<file path="config.mk">
export PLATFORM = sky130hd
export DESIGN_NAME = seq_pattern_gen
export DESIGN_NICKNAME = d
export VERILOG_FILES = /design/src/rtl/seq_pattern_gen.sv
export SDC_FILE = /design/constraint.sdc
export NUM_CORES = 1
export LEC_CHECK = 0
export CAP_MARGIN = 25
export CORE_ASPECT_RATIO = 1.4
export CORE_MARGIN = 4
export CORE_UTILIZATION = 30
export DETAILED_ROUTE_END_ITERATION = 12
export SLEW_MARGIN = 10
export SYNTH_ARGS = -nofsm -noshare
export SYNTH_HDL_FRONTEND = slang
export SYNTH_SLANG_ARGS = --single-unit
</file>
<file path="constraint.sdc">
create_clock -name i_clock -period 5.9 [get_ports i_clock]
set_clock_uncertainty 0.2 [all_clocks]
set_input_delay 0.59 -clock i_clock [delete_from_list [all_inputs] [get_ports i_clock]]
set_output_delay 0.59 -clock i_clock [all_outputs]
set_load 0.1 [all_outputs]
</file>
<file path="src/rtl/seq_pattern_gen.sv">
// Serial bit-pattern transmitter: shifts a latched pattern out MSB-first,
// holding each bit for BIT_CYCLES clocks, with optional idle gaps between passes.
module seq_pattern_gen #(
  parameter int PAT_MAX    = 8,
  parameter int BIT_CYCLES = 2,
  parameter int GAP_CYCLES = 0,
  parameter int REP_W      = 4
) (
  input  logic                           i_clock,
  input  logic                           i_reset,
  input  logic                           i_start,
  input  logic [PAT_MAX-1:0]             i_pattern,
  input  logic [$clog2(PAT_MAX+1)-1:0]   i_len,
  input  logic [REP_W-1:0]               i_repeat,
  output logic                           o_bit,
  output logic                           o_valid,
  output logic                           o_busy,
  output logic                           o_done
);

  localparam int LW   = $clog2(PAT_MAX + 1);
  localparam int IW   = (PAT_MAX > 1) ? $clog2(PAT_MAX) : 1;
  localparam int CMAX = (BIT_CYCLES > GAP_CYCLES) ? BIT_CYCLES : GAP_CYCLES;
  localparam int CW   = (CMAX > 1) ? $clog2(CMAX) : 1;

  localparam logic [CW-1:0]    BIT_LAST = CW'(BIT_CYCLES - 1);
  localparam logic [CW-1:0]    GAP_LAST = CW'((GAP_CYCLES > 0) ? GAP_CYCLES - 1 : 0);
  localparam logic [LW-1:0]    LEN_MAX  = LW'(PAT_MAX);
  localparam logic [REP_W-1:0] REP_ONE  = REP_W'(1);

  typedef enum logic [1:0] {
    S_IDLE = 2'd0,
    S_SEND = 2'd1,
    S_GAP  = 2'd2,
    S_DONE = 2'd3
  } state_t;

  state_t             state_reg, state_next;
  logic [PAT_MAX-1:0] pat_reg, pat_next;
  logic [LW-1:0]      len_reg, len_next;
  logic [REP_W-1:0]   rep_reg, rep_next;
  logic [IW-1:0]      bit_reg, bit_next;
  logic [CW-1:0]      cyc_reg, cyc_next;

  logic [LW-1:0]      eff_len;
  logic [IW-1:0]      bit_reload;

  assign eff_len    = (i_len > LEN_MAX) ? LEN_MAX : i_len;
  assign bit_reload = IW'(len_reg - 1'b1);

  always_ff @(posedge i_clock) begin
    if (i_reset) begin
      state_reg <= S_IDLE;
      pat_reg   <= '0;
      len_reg   <= '0;
      rep_reg   <= '0;
      bit_reg   <= '0;
      cyc_reg   <= '0;
    end else begin
      state_reg <= state_next;
      pat_reg   <= pat_next;
      len_reg   <= len_next;
      rep_reg   <= rep_next;
      bit_reg   <= bit_next;
      cyc_reg   <= cyc_next;
    end
  end

  always_comb begin
    state_next = state_reg;
    pat_next   = pat_reg;
    len_next   = len_reg;
    rep_next   = rep_reg;
    bit_next   = bit_reg;
    cyc_next   = cyc_reg;
    unique case (state_reg)
      S_IDLE: begin
        if (i_start && (i_len != '0)) begin
          pat_next   = i_pattern;
          len_next   = eff_len;
          rep_next   = (i_repeat == '0) ? REP_ONE : i_repeat;
          bit_next   = IW'(eff_len - 1'b1);
          cyc_next   = '0;
          state_next = S_SEND;
        end
      end
      S_SEND: begin
        if (cyc_reg == BIT_LAST) begin
          cyc_next = '0;
          if (bit_reg != '0) begin
            bit_next = bit_reg - 1'b1;
          end else if (rep_reg <= REP_ONE) begin
            state_next = S_DONE;
          end else begin
            // Another pass: reload the index; with no gap the next bit follows immediately.
            rep_next = rep_reg - 1'b1;
            bit_next = bit_reload;
            if (GAP_CYCLES > 0) begin
              state_next = S_GAP;
            end
          end
        end else begin
          cyc_next = cyc_reg + 1'b1;
        end
      end
      S_GAP: begin
        if (cyc_reg == GAP_LAST) begin
          cyc_next   = '0;
          state_next = S_SEND;
        end else begin
          cyc_next = cyc_reg + 1'b1;
        end
      end
      S_DONE: begin
        state_next = S_IDLE;
      end
      default: begin
        state_next = S_IDLE;
      end
    endcase
  end

  assign o_valid = (state_reg == S_SEND);
  assign o_bit   = (state_reg == S_SEND) & pat_reg[bit_reg];
  assign o_busy  = (state_reg == S_SEND) || (state_reg == S_GAP);
  assign o_done  = (state_reg == S_DONE);

endmodule

</file>
==> results.toml, run 1 <==
[yosys]
syn_area_um2 = 1270
netlist_top_cells_count = "nor2_1, dfxtp_1, mux2i_1, ha_1"
synth_ff_type = "dfxtp_1"
ys.warnings.count = 0
synth_top_area_share_pct = 33.2
ys_ff_latch = 21
synth.most_common_cell = "nor2_1"
synth_edf_count = 0
synthArstFlopShare_pct = 0
avgSynthCellArea_um2 = 9.46
synth_nets = 161
synth_top_cell_by_area = "dfxtp_1"
seq_area_frac_synth_pct = 33.2
syn-instance-count = 134
synth_cell_types = 36
synth_area_leaders = "dfxtp_1, mux2i_1, ha_1, nor2_1, mux4_1"

[timing]
rsz0062_at_grt = "no"
tightestPinTransition_ns = 0.975
finalCritPeriodShare_pct = 59.9
maxSlewViolCount = 0
hold_viol = 0
maxSlewHeadroom_pct = 34.8
fmaxAchievable_mhz = 283
finalSetupViolCount = 0
hold-worst-slack_ns = 0.279
fin_tns_setup_ns = 0
period_needed_ns = 3.53

[worst_setup_path]
r2r_cells = 7
critical_path_required_ns = 5.11
r2r_start = "state_reg[1]$_SDFFE_PP0P_"
worstSetupEndpointType = "primary output"
worstSetupPathType = "reg2out"
worst_ep_arrival_time_ns = 2.74
regToRegEndpoint = "bit_reg[1]$_SDFFE_PP0P_"
reg2reg_slack_ns = 3.01
critPathMaxFanout = 25
startpoint_type = "flip-flop"

[min_path]
hold_path_class = "reg2reg"
holdPathEnd = "len_reg[1]$_SDFFE_PP0P_"
hold_start = "len_reg[1]$_SDFFE_PP0P_"
hold_depth = 2

[power]
leakagePower_nw = 0.641
power_density_nw_per_um2 = 482
seq_power_share_pct = 30.5
swShare_pct = 45.8
ir_worst_vdd_uv = 176
p_switching_mw = 0.339
p_comb_share_pct = 57.2
intPower_mw = 0.400
clkPwrFrac_pct = 12.3

[floorplanning]
ios = 23
fp.dieH_um = 84.9
core_um2 = 4020
die_area_um2 = 5340
die_x_um = 62.9
start_util_pct = 31.5
rows = 27

[cts]
cts_sinks = 21
cts_buffers = 3
cts_tree = "yes"
clk_pin_slew_worst_paths_ns = 0.07
htreeDepth = 1
cts_setup_buffers = 0
cts_hold_buf = 0
cts_resized = 0
clock_latency_ns = 0.25
clock-root-buffer = "clkbuf_8"
max-clock-path-buffers = 2

[routing]
met1Wirelength_um = 1030
top_layer_used = "met4"
wl_met3_um = 122
ant_nets = 0
wl_per_cell_um = 13.1
drt_iter0_drc = 20
drc = 0
vias_per_cell = 5.22
vias = 1023
dr_wl_met2_um = 1340
wirelength_um = 2560
dr.pass1.iters = 4

[place]
port_buffers = 22
dp_hpwl_um = 2010
place_congestion = 0.664

[finish]
nets = 181
layout-drive-gt1-share_pct = 5.23
largest_register_ffs = 8
area_delta_synth_final_pct = 20.8
n_antenna_cell = 0

[global_route]
overflow = 0
grt_pass1_vias = 1036
grt_max_degree = 26
grt_pass1_wl_um = 4510
antenna_found_initial = 0
gr-usage-all-layers_pct = 10.1

[run]
maxCapViolations = 0

[status]
status = "completed"
power groups by stage:
stage / clock [mW] / combinational (mW) / sequential [mW]
6_report: 0.0910 / 0.423 / 0.225
3_3_place_gp: 0 / 0.412 / 0.225
5_1_grt: 0.103 / 0.468 / 0.233
4_1_cts: 0.0946 / 0.426 / 0.225
3_5_place_dp: 0 / 0.424 / 0.229
2_1_floorplan: 0 / 0.370 / 0.213
cell families (layout without fill, tap and decap cells):
| group | after synthesis | count (layout) | share of synthesized area [%] |
|---|---|---|---|
| adders and majority gates | 8 | 8 | 7.90 |
| buffers and inverters | 14 | 33 | 6.42 |
| DFF | 21 | 21 | 33.2 |
| AOI/OAI and AO/OA | 21 | 21 | 14.9 |
| and+or+nand+nor | 51 | 51 | 20.1 |
| xor gates and xnor gates | 1 | 1 | 0.691 |
| muxes | 18 | 18 | 16.8 |
layer usage:
layer  track usage (%)  vias up
li1                  -      513
met1              10.5      484
met2              18.9       19
met3              2.25        7
met4              4.42        0
met5                 0        -
cell usage in the layout (no fill, tap or decap), drive strengths merged, types with 4 or more instances in the layout:
cell type	instances
mux2i	16
ha	8
clkbuf	4
nand3b	5
a21oi	8
inv	7
nor3b	4
dfxtp	21
nand2	7
clkdlybuf4s50	22
nor2	23
worst max path at each step:
| stage | endpoint | slack (ns) | start |
|---|---|---|---|
| 2_1_floorplan | o_bit | 1.85 | state_reg[1]$_SDFFE_PP0P_ |
| 3_5_place_dp | o_bit | 2.66 | state_reg[1]$_SDFFE_PP0P_ |
| 5_1_grt | o_bit | 2.14 | state_reg[1]$_SDFFE_PP0P_ |
| 3_3_place_gp | o_bit | 2.68 | state_reg[1]$_SDFFE_PP0P_ |
| 4_1_cts | o_bit | 2.36 | state_reg[1]$_SDFFE_PP0P_ |
| 6_report | o_bit | 2.37 | state_reg[1]$_SDFFE_PP0P_ |
metrics by stage:
stage                     power (mW)  setup WS (ns)  instances  util [%]  instance area, µm²
after floorplan                0.583           1.85        134         -                1270
after global placement         0.637           2.68        192      37.0                1490
after detailed placement       0.653           2.66        192      37.0                1490
after CTS                      0.746           2.36        196      38.1                1530
after global routing           0.804           2.14        196      38.1                1530
final                          0.739           2.37        196      38.1                1530
area by class of cell:
class                   instances  area (µm²)
fillers                       414        2490
multi-input cells              99         766
flip-flops and latches         21         420
repair buffers                 22         220
well taps                      43        53.8
clock buffers                   4        45.0
inverters                       7        26.3
critical path, stage by stage, from the launching register on:
cell and delay [ns]:
dfxtp_1 0.36, inv_1 0.10, ha_1 0.66, nor2b_1 0.22, clkdlybuf4s50_1 1.15
Note: power is estimated with default switching activity, not from simulation.
==> run 2: changes to the inputs <==
==> constraint.sdc (replaced) <==
create_clock -name i_clock -period 3.3 [get_ports i_clock]
set_clock_uncertainty 0.2 [all_clocks]
set_input_delay 0.33 -clock i_clock [delete_from_list [all_inputs] [get_ports i_clock]]
set_output_delay 0.33 -clock i_clock [all_outputs]
set_load 0.1 [all_outputs]
==> run 2 against run 1 <==
Against the previous run: core utilization is the same; final area unchanged; first-iteration DRC count rose by 20%; critical path depth did not move; cell count up 0.51%; clock-buffer cell count is the same; sequential power up 81%; non-clock buffer count up 1; via count is 0.29% higher; highest routed layer unchanged; register-to-register slack worse by 2.1 ns; combinational power rose by 78%; total power is 80% higher.
==> results.toml, run 2 (synthesized netlist as in run 1, its figures left out) <==
[status]
status = "completed"

[floorplanning]
fp.dieH_um = 84.9
start_util_pct = 31.5
die_x_um = 62.9
core_um2 = 4020
ios = 23
die_area_um2 = 5340
rows = 27

[worst_setup_path]
worst_ep_arrival_time_ns = 1.89
worstSetupPathType = "reg2out"
reg2reg_slack_ns = 0.93
r2r_start = "state_reg[1]$_SDFFE_PP0P_"
critPathMaxFanout = 7
critical_path_required_ns = 2.77
worstSetupEndpointType = "primary output"
startpoint_type = "flip-flop"
regToRegEndpoint = "rep_reg[2]$_SDFFE_PP0P_"
r2r_cells = 7

[routing]
wirelength_um = 2670
dr.pass1.iters = 4
vias = 1026
wl_per_cell_um = 13.5
drc = 0
vias_per_cell = 5.21
drt_iter0_drc = 24
ant_nets = 0

[timing]
fmaxAchievable_mhz = 413
fin_tns_setup_ns = 0
maxSlewViolCount = 0
period_needed_ns = 2.42
hold-worst-slack_ns = 0.263
maxSlewHeadroom_pct = 49.7
finalCritPeriodShare_pct = 73.3
tightestPinTransition_ns = 0.752
rsz0062_at_grt = "no"
finalSetupViolCount = 0
hold_viol = 0

[cts]
clk_pin_slew_worst_paths_ns = 0.07
cts_setup_buffers = 0
max-clock-path-buffers = 2
clock_latency_ns = 0.25
cts_resized = 0
cts_buffers = 3
clock-root-buffer = "clkbuf_8"
cts_sinks = 21
cts_hold_buf = 0
cts_tree = "yes"
htreeDepth = 1

[min_path]
hold_path_class = "reg2reg"
holdPathEnd = "len_reg[1]$_SDFFE_PP0P_"
hold_depth = 2
hold_start = "len_reg[1]$_SDFFE_PP0P_"

[place]
place_congestion = 0.776
dpl.cell_count = 193
dp_hpwl_um = 2090
port_buffers = 22
placed_area_um2 = 1490

[finish]
final_cell_mix = "nor2_1, dfxtp_1, clkdlybuf4s50_1"
fin_util_pct = 38.1
design_area_um2 = 1530
layout-drive-gt1-share_pct = 9.09
final_common_cell = "nor2_1"
nets = 182
fillers = 403
n_antenna_cell = 0
finalNonFillerCells = 197
area_delta_synth_final_pct = 20.8
largest_register_ffs = 8

[global_route]
antenna_found_initial = 0
overflow = 0
grt_pass1_vias = 1042
grt_pass1_wl_um = 4610
gr-usage-all-layers_pct = 10.5
grt_max_degree = 25

[power]
leakagePower_nw = 0.653
ir_worst_vdd_uv = 267
power_density_nw_per_um2 = 866

[run]
maxCapViolations = 0
==> run 2: cell types whose count changed in the layout (fill, tap and decap cells not counted), sizes merged <==
cell / previous run / this run
buf: 0 / 5
clkdlybuf4s50: 22 / 18
==> run 2: cell type report <==
type	instances	area, µm²	share of cell area, %
flip-flops and latches	21	420	27.5
clock buffers	4	45.0	2.94
repair buffers	23	218	14.2
inverters	7	26.3	1.72
multi-input cells	99	768	50.2
well taps	43	53.8	3.51
==> run 2: worst max-delay path, stage by stage, from the launching register on <==
cell,delay [ns]
dfxtp_1,0.51
mux4_1,0.64
mux2i_1,0.20
nor2b_2,0.06
buf_4,0.23
==> run 2: where the power goes <==
part / internal (mW) / total, mW / switching, mW / leakage [nW]
clock: 0.0858 / 0.166 / 0.0802 / 0.0228
combinational: 0.303 / 0.753 / 0.450 / 0.458
sequential: 0.325 / 0.408 / 0.0830 / 0.172
total: 0.713 / 1.33 / 0.613 / 0.653
==> run 2: routing by layer <==
metal	GRT usage [%]	vias to the layer above	wire length, µm	share of wire, %
li1	-	516	-	-
met1	12.3	477	1120	42
met2	18.2	29	1360	51
met3	1.99	4	148	5.5
met4	4.82	0	38	1.4
met5	0	-	0	0
==> run 2: worst max-delay path by stage <==
stage	start	slack (ns)	endpoint	cells past startpoint
2_1_floorplan	state_reg[1]$_SDFFE_PP0P_	0.02	o_bit	5
3_3_place_gp	i_len[3]	0.75	pat_reg[3]$_SDFFE_PP0P_	5
3_5_place_dp	i_len[3]	0.65	pat_reg[1]$_SDFFE_PP0P_	5
4_1_cts	bit_reg[0]$_SDFFE_PP0P_	0.85	o_bit	4
5_1_grt	state_reg[1]$_SDFFE_PP0P_	0.73	bit_reg[1]$_SDFFE_PP0P_	7
6_report	bit_reg[0]$_SDFFE_PP0P_	0.88	o_bit	4
==> run 2: per-stage QoR <==
step / setup WS (ns) / total power, mW
6_report: 0.881 / 1.33
5_1_grt: 0.727 / 1.43
4_1_cts: 0.846 / 1.34
3_5_place_dp: 0.652 / 1.17
3_3_place_gp: 0.747 / 1.15
2_1_floorplan: 0.0238 / 1.04
==> run 3: changes to the inputs <==
==> constraint.sdc (replaced) <==
create_clock -name i_clock -period 2.5 [get_ports i_clock]
set_clock_uncertainty 0.2 [all_clocks]
set_input_delay 0.25 -clock i_clock [delete_from_list [all_inputs] [get_ports i_clock]]
set_output_delay 0.25 -clock i_clock [all_outputs]
set_load 0.1 [all_outputs]
==> run 3 against run 2 <==
Against the previous run: die area is the same; sequential cell count is the same; via count grew 1.6%; combinational power grew 42%; core utilization grew 1.6 points; final area grew 4.2%; worst setup slack lost 0.68 ns; clock-buffer cell count is the same; wire length grew 1.4%; sequential share of layout area shrank 1.1 points; total power grew 38%; critical path type is now reg2reg; largest power group unchanged.
==> results.toml, run 3 (synthesized netlist as in run 1, its figures left out) <==
[min_path]
hold_depth = 2
hold_path_class = "reg2reg"

[worst_setup_path]
startpoint_type = "flip-flop"
worstSetupEndpointType = "flip-flop"
r2r_cells = 7
critical_path_required_ns = 2.50
max_stage_delay_ns = 0.38
worst_ep_arrival_time_ns = 2.30
worstPathCellList = "inv_1, ha_4, nor4b_1, a221oi_1, ha_1, or2_2, a21oi_1"
cpMaxStageDelayCell = "nor4b_1"
worstSetupPathType = "reg2reg"
critPathMaxFanout = 15

[place]
place_congestion = 0.746
dp_hpwl_um = 2170
port_buffers = 22

[routing]
ant_nets = 0
drc = 0
wl_per_cell_um = 13.5
dr.pass1.iters = 4
wirelength_um = 2710
vias_per_cell = 5.21
vias = 1042
drt_iter0_drc = 16

[finish]
final_common_cell = "nor2_1"
largest_register_ffs = 8
seq_area_um2 = 420
area_delta_synth_final_pct = 26.0
fillers = 391
multi_input_area_um2 = 786
layout-drive-gt1-share_pct = 11.5
final_cell_mix = "nor2_1, dfxtp_1, clkdlybuf4s50_1"
n_antenna_cell = 0
nets = 185

[power]
seq_power_share_pct = 29.4
power.total_mw = 1.84
leakagePower_nw = 0.678
p_comb_share_pct = 58.3
clkPwrFrac_pct = 12.3
p_switching_mw = 0.837
ir_worst_vdd_uv = 396
power_density_nw_per_um2 = 1150
intPower_mw = 0.999
swShare_pct = 45.6

[timing]
fin_tns_setup_ns = 0
hold_viol = 0
finalSetupViolCount = 0
finalCritPeriodShare_pct = 92.0
tightestPinTransition_ns = 0.596
maxSlewHeadroom_pct = 59.8
rsz0062_at_grt = "no"
maxSlewViolCount = 0
fmaxAchievable_mhz = 435
period_needed_ns = 2.30

[floorplanning]
rows = 27
core_um2 = 4020
start_util_pct = 31.5
die_area_um2 = 5340
die_x_um = 62.9
fp.dieH_um = 84.9
ios = 23

[global_route]
gr-usage-all-layers_pct = 10.5
antenna_found_initial = 0
grt_max_degree = 16
grt_pass1_wl_um = 4540
grt_pass1_vias = 1033
overflow = 0

[cts]
cts_hold_buf = 0
cts_resized = 0
cts_setup_buffers = 0
cts_tree = "yes"
max-clock-path-buffers = 2
clock_latency_ns = 0.26
clk_pin_slew_worst_paths_ns = 0.08
clock-root-buffer = "clkbuf_8"
htreeDepth = 1
cts_sinks = 21
cts_buffers = 3

[run]
maxCapViolations = 0

[status]
status = "completed"
-- run 3: per-layer routing --
layer	routed length, µm	track usage (%)
met1	1130	11.3
met2	1370	19.5
met3	131	2.25
met4	78	4.22
met5	0	0
-- run 3: per-stage QoR --
step / setup WS (ns) / hold WS, ns / util (%) / cell area, µm² / std cells
after floorplan: 0.108 / 0.194 / - / 1290 / 134
after global placement: 0.245 / 0.265 / 38.6 / 1550 / 196
after detailed placement: 0.153 / 0.282 / 38.6 / 1550 / 196
after CTS: 0.175 / 0.293 / 39.7 / 1600 / 200
after global routing: 0.0678 / 0.323 / 39.7 / 1600 / 200
final: 0.199 / 0.285 / 39.7 / 1600 / 200
-- run 3: path summary, 6_finish.rpt --
kind	start	end	slack (ns)
hold reg to reg	len_reg[1]$_SDFFE_PP0P_	len_reg[1]$_SDFFE_PP0P_	0.28
hold / removal	len_reg[1]$_SDFFE_PP0P_	len_reg[1]$_SDFFE_PP0P_	0.28
setup / recovery	state_reg[1]$_SDFFE_PP0P_	bit_reg[1]$_SDFFE_PP0P_	0.20
setup reg to reg	state_reg[1]$_SDFFE_PP0P_	bit_reg[1]$_SDFFE_PP0P_	0.20
-- run 3: critical path: cells and delay by family, from the launching register on --
kind	cells	cell delay, ns
simple gates	2	0.67
fa+ha+maj	2	0.58
flops	1	0.36
compound gates	2	0.29
buf+inv	1	0.13
-- run 3: power by group through the flow --
| stage | Clock [mW] | Combinational, mW | Sequential [mW] |
|---|---|---|---|
| 2_1_floorplan | 0 | 0.898 | 0.508 |
| 3_3_place_gp | 0 | 1.04 | 0.540 |
| 3_5_place_dp | 0 | 1.07 | 0.549 |
| 4_1_cts | 0.237 | 1.08 | 0.541 |
| 5_1_grt | 0.241 | 1.18 | 0.557 |
| 6_report | 0.225 | 1.07 | 0.540 |
-- run 3: area by class of cell --
class | count | share of cell area, %
tap | 43 | 3.37
inverter | 7 | 1.65
timing repair buffer | 26 | 16.6
sequential | 21 | 26.3
multi-input combinational | 99 | 49.2
clock buffer | 4 | 2.82
